--- src/rtl/pad_reader.sv ---
// Serial pad reader: pulses latch, then clocks BITS bits MSB-first from a
// shift-register responder and presents the assembled word with a valid pulse.
module pad_reader #(
  parameter int unsigned BITS         = 16,
  parameter int unsigned HALF_CYCLES  = 8,
  parameter int unsigned LATCH_CYCLES = 12
) (
  input  logic            system_clock,
  input  logic            reset_n,
  input  logic            start,
  output logic            latch,
  output logic            clk,
  input  logic            data,
  output logic [BITS-1:0] o,
  output logic            valid,
  output logic            busy
);

  localparam int unsigned CW = 16;
  localparam int unsigned BW = $clog2(BITS + 1);

  localparam logic [2:0] S_IDLE  = 3'd0;
  localparam logic [2:0] S_LATCH = 3'd1;
  localparam logic [2:0] S_LOW   = 3'd2;
  localparam logic [2:0] S_HIGH  = 3'd3;
  localparam logic [2:0] S_DONE  = 3'd4;

  localparam logic [CW-1:0] HALF_LAST  = CW'(HALF_CYCLES - 1);
  localparam logic [CW-1:0] LATCH_LAST = CW'(LATCH_CYCLES - 1);
  localparam logic [BW-1:0] BIT_LAST   = BW'(BITS);

  logic [2:0]      state_q, state_d;
  logic [CW-1:0]   cnt_q, cnt_d;
  logic [BW-1:0]   bit_q, bit_d;
  logic [BITS-1:0] shift_q, shift_d;
  logic [1:0]      sync_q;
  logic            data_s;

  // Two-flop synchronizer; idles at the pad's pulled-up level
  always_ff @(posedge system_clock or negedge reset_n) begin
    if (!reset_n) sync_q <= 2'b11;
    else          sync_q <= {sync_q[0], data};
  end

  assign data_s = sync_q[1];

  always_ff @(posedge system_clock or negedge reset_n) begin
    if (!reset_n) begin
      state_q <= S_IDLE;
      cnt_q   <= '0;
      bit_q   <= '0;
      shift_q <= '1;
    end else begin
      state_q <= state_d;
      cnt_q   <= cnt_d;
      bit_q   <= bit_d;
      shift_q <= shift_d;
    end
  end

  // Next-state: cnt_q counts cycles spent in the current timed state
  always_comb begin
    state_d = state_q;
    cnt_d   = cnt_q + CW'(1);
    bit_d   = bit_q;
    shift_d = shift_q;
    case (state_q)
      S_IDLE: begin
        cnt_d = '0;
        if (start) state_d = S_LATCH;
      end
      S_LATCH: begin
        if (cnt_q == LATCH_LAST) begin
          state_d = S_LOW;
          cnt_d   = '0;
          bit_d   = '0;
        end
      end
      S_LOW: begin
        if (cnt_q == HALF_LAST) begin
          shift_d = BITS'({shift_q, data_s});
          bit_d   = bit_q + BW'(1);
          state_d = S_HIGH;
          cnt_d   = '0;
        end
      end
      S_HIGH: begin
        if (cnt_q == HALF_LAST) begin
          cnt_d   = '0;
          state_d = (bit_q == BIT_LAST) ? S_DONE : S_LOW;
        end
      end
      S_DONE: begin
        cnt_d   = '0;
        state_d = S_IDLE;
      end
      default: begin
        cnt_d   = '0;
        state_d = S_IDLE;
      end
    endcase
  end

  // Registered outputs decoded from the current state
  always_ff @(posedge system_clock or negedge reset_n) begin
    if (!reset_n) begin
      latch <= 1'b0;
      clk   <= 1'b1;
      busy  <= 1'b0;
      valid <= 1'b0;
      o     <= '1;
    end else begin
      latch <= (state_q == S_LATCH);
      clk   <= (state_q != S_LOW);
      busy  <= (state_q != S_IDLE);
      valid <= (state_q == S_DONE);
      if (state_q == S_DONE) o <= shift_q;
    end
  end

endmodule

--- config.mk ---
export PLATFORM = sky130hd
export DESIGN_NAME = pad_reader
export DESIGN_NICKNAME = d
export VERILOG_FILES = /design/src/rtl/pad_reader.sv
export SDC_FILE = /design/constraint.sdc
export NUM_CORES = 1
export LEC_CHECK = 0
export ABC_CLOCK_PERIOD_IN_PS = 2340
export BUFFER_PORTS_ARGS = -buffer_cell sky130_fd_sc_hd__buf_2
export CORE_ASPECT_RATIO = 1.25
export CORE_UTILIZATION = 40
export DETAILED_ROUTE_END_ITERATION = 8
export PLACE_DENSITY = 0.55
export SYNTH_ARGS = -nofsm -noshare
export SYNTH_HDL_FRONTEND = slang
export SYNTH_SLANG_ARGS = --single-unit
--- constraint.sdc ---
create_clock -name system_clock -period 2.34 [get_ports system_clock]
set_input_delay 0.468 -clock system_clock [delete_from_list [all_inputs] [get_ports system_clock]]
set_output_delay 0.468 -clock system_clock [all_outputs]
set_load 0.01 [all_outputs]
; ---- Word level (Yosys, flattened, before mapping)
; Index checks and enable logic that the tools add are counted.
[classes]
reduce_logical = 7
mux = 12
add_sub_neg = 2
n_eq_ne = 12
[op_table]
columns = operator, n
row1 = 16-bit 2-to-1 mux, 2
row2 = 16-bit one-hot mux with 2 select lines, 1
row3 = 16-bit by 1-bit adder with 16-bit output (second input constant), 1
row4 = 16-bit by 3-bit == test with 1-bit output (second input constant), 1
row5 = 16-bit by 4-bit == test with 1-bit output (second input constant), 1
row6 = 3-bit 2-to-1 mux, 5
row7 = 3-bit one-hot mux with 4 select lines, 1
row8 = 5-bit 2-to-1 mux, 2
row9 = 5-bit one-hot mux with 2 select lines, 1
row10 = 2-bit != test (second input constant), 4
row11 = 3-bit by 2-bit == test with 1-bit output (second input constant), 2
row12 = 5-bit by 1-bit adder with 5-bit output (second input constant), 1
row13 = 5-bit == test (second input constant), 1
row14 = 4-bit AND reduction, 1
row15 = 3-bit by 1-bit == test with 1-bit output (second input constant), 1
row16 = 3-bit == test (second input constant), 1
row17 = 3-bit zero test, 1
row18 = 3-bit by 2-bit != test with 1-bit output (second input constant), 1
row19 = 3-bit AND reduction, 1
row20 = 3-bit nonzero test, 1
row21 = 2-bit AND reduction, 1
row22 = 2-bit nonzero test, 1
row23 = 2-bit OR reduction, 1
[word_totals]
in_bits = 4
elab_cells = 43
out_inout_bits = 20
register_bits = 62

; ---- Longest topological paths before layout
[logic_depth]
word_depth = 4
mapped_depth = 7
ltp_nobuf = 6

; ---- Worst setup path after synthesis
; OpenSTA, ideal clock, no wires.
[synth_timing]
path_type = register to register
startpoint = register cnt_q[0]
endpoint = register shift_q[10]
slack_ns = 0.458
setup_ns = 0.082
arrival_ns = 1.800
period_less_slack_ns = 1.882
n_path_buf = 2
stages_incl_launch_ff = 8
required_time_ns = 2.258
cell_sequence = dfrtp_1 ha_1 buf_4 nor3b_2 nand4_4 nor2_4 buf_12 mux2_4
[synth_between]
elab_chain_len = 2
[synth_lines]
columns = item, line
row1 = start: declaration, 33  ; logic [CW-1:0] cnt_q, cnt_d;
row2 = start signal: assignment, 55  ; cnt_q <= cnt_d;
row3 = 16-bit by 3-bit == test with 1-bit output, 80  ; if (cnt_q == HALF_LAST) begin
row4 = 2-bit AND reduction (no source line), n/a
row5 = end signal: assignment, 57  ; shift_q <= shift_d;
row6 = end: declaration, 35  ; logic [BITS-1:0] shift_q, shift_d;
; Every way passes these cells.
; A chain may end at the register's enable or synchronous reset.

; ---- Worst setup path after layout
[layout_timing]
startpoint = register cnt_q[6]
endpoint = register cnt_q[1]
[layout_between]
elab_chain_len = 3
word_cells_on_any_way = 5
classes_between = eq/ne: 2 / mux: 3
[layout_lines]
columns = item, line
row1 = 16-bit by 3-bit == test with 1-bit output / 16-bit by 4-bit == test with 1-bit output (equally long branches), "80, 88, 73"
row2 = 16-bit 2-to-1 mux (on tied branches), "80, 88, 73"
row3 = 16-bit one-hot mux with 2 select lines *, 67  ; case (state_q)
row4 = named net cnt_d[1], 33
; The timed path passes the listed nets; every way through them passes the cells marked *.

==> metrics.txt <==
status finished, final reports clean; die area 0.00742 mm^2; Post-synth EDFFs 0; FF+latch count, synth 62; worst skew pair latency 0.33 ns; Ports 24; ys flop type dfstp_2; initial antenna violation count 0; RSZ-0062 raised after global routing false; HP Class input pin to asynchronous set/reset pin; maximum VDD drop 479 uV; CTS max path bufs 2; gr usage total 14.8%; post-route setup TNS 0 ns; H-tree depth 3; TritonCTS clock tree yes; type of the worst setup path flop to flop; clk root buf clkbuf_8; clock sink total 62; commonest non-fill, non-tap cell in the layout dfstp_2; minimum clock period after layout 1.94 ns; height of the die 96.1 um; Post-DP Area 0.00305 mm^2; DR iter-0 viols 42; fmax 517 MHz; Avg Cell Area, Syn 13.7 um^2; Final nets 246; final hold viol count 0; core area 0.00669 mm^2; DRT antenna net count 0; vias 1,645; reg2reg path depth 5; number of global-route vias before repair 1,743; drt total wl 4770 um; port bufs 23; count of cell types in the netlist 46; Max Cap Violations 0; wire length per cell 14.4 um; pwr dens 888 mW/mm^2; total power draw 0.00290 W; Cells after Synth 207; syn nets 214; crit path DAT 2.16 ns; GRT Residual Overflow 0; Slew Limit Fails 0; Post-route DRC 0; Tcrit/Tclk final 82.7%; CTS clk-pin slew, worst paths 0.07 ns; sequential fraction of the synthesis area 56.3%; CTS buffer count 9; most frequent cells in the layout dfstp_2, dfrtp_1, buf_2; CP required 2.56 ns; Initial Util 42.3%; ANT cells 0; Post-Synthesis Cell Area 0.00283 mm^2; die width 77.3 um; critical-path cell list nor4b_1 -> nand4_2 -> a22oi_4 -> buf_4 -> and2b_1; Detail Placement HPWL 3140 um; final setup vio count 0; CP max stage delay 0.47 ns; FP Rows 33; Post-synth ARST share 100%; worst hold margin 0.116 ns; first-pass GRT wire length 8360 um; Syn. warnings 0; CP Max Fanout 16; cts repair resizes 0; largest net degree at the start of global routing 25; Slew @ Worst Pin 0.512 ns; fraction of layout cells with a size suffix above 1 52.0%; DR vias/cell 4.97; gpl congestion 0.758; Max Clock Skew 0.00504 ns; static leakage 1.46 nW; Post-CTS Hold Fix Bufs 0; fin area 0.00327 mm^2; Critical Path Sink Type flop; CP Launch Type flop; Post-CTS Repair Setup Buffers 0; critical path's slowest cell dfrtp_1; P&R area growth vs syn 15.4%; DR pass1 iterations 4; Worst slew margin 65.9%
-- routing by layer --
metal | routed length [um] | GRT usage [%] | part of all wire (%) | up-vias
met5 | 0 | 0 | 0 | -
met4 | 91 | 6.45 | 1.9 | 0
met3 | 111 | 3.98 | 2.3 | 8
met2 | 2330 | 24.6 | 49 | 24
met1 | 2230 | 18.1 | 47 | 819
li1 | - | - | - | 794
-- critical path, delay by kind of cell, from the launching register on --
kind | cells | cell delay [ns]
simple gates | 3 | 0.86
flops | 1 | 0.47
compound gates | 1 | 0.26
buf+inv | 1 | 0.24
-- through the flow --
step	setup slack (ns)	std cells	util, %
after floorplan	0.458	207	-
after global placement	0.469	315	45.6
after detailed placement	0.434	315	45.6
after CTS	0.384	331	48.8
after global routing	0.241	331	48.8
final	0.404	331	48.8
-- final timing paths --
kind | from | to | slack [ns]
max | cnt_q[6] | cnt_q[1] | 0.40
min | reset_n | valid | 0.12
max reg2reg | cnt_q[6] | cnt_q[1] | 0.40
min reg2reg | sync_q[0] | sync_q[1] | 0.36
max in group asynchronous | reset_n | shift_q[6] | 1.51
min in group system_clock | data | sync_q[0] | 0.23
-- cell usage after synthesis (all sizes together) (4+ instances only) --
library cell,count,area (um^2)
buf,5,48.8
mux2,33,413
nand4,8,71.3
xor2,12,105
nand2,6,22.5
dfrtp,27,676
inv,7,26.3
nand3,10,50.1
nor2,17,71.3
and4,4,37.5
dfstp,35,920
-- cell type report --
cell class,instances,area (um^2)
timing repair buffer,29,173
inverter,7,26.3
tap,87,109
multi-input combinational,130,1150
clock inverter,6,86.3
fill,624,3420
sequential,62,1600
clock buffer,10,128
-- registers in the layout, summed over array words and instances (netlist names), 2 cells and up --
name,count
cnt_q,16
state_q,3
shift_q,16
sync_q,2
bit_q,5
o,16
-- power breakdown --
part / internal (W) / switching [W] / total, W
combinational: 0.000246 / 0.000284 / 0.000530
sequential: 0.00122 / 0.000133 / 0.00135
clock: 0.000598 / 0.000420 / 0.00102
-- cell families after synthesis --
| group | Yosys count | synth area share [%] |
|---|---|---|
| AO/OA/AOI/OAI | 10 | 3.00 |
| XOR/XNOR | 13 | 4.02 |
| adder cells (fa/ha/maj) | 3 | 1.33 |
| buffers and inverters | 15 | 3.05 |
| flip-flops | 62 | 56.3 |
| multiplexers | 35 | 15.3 |
| AND/OR/NAND/NOR | 69 | 17.0 |
Note: power is estimated with default switching activity, not from simulation.
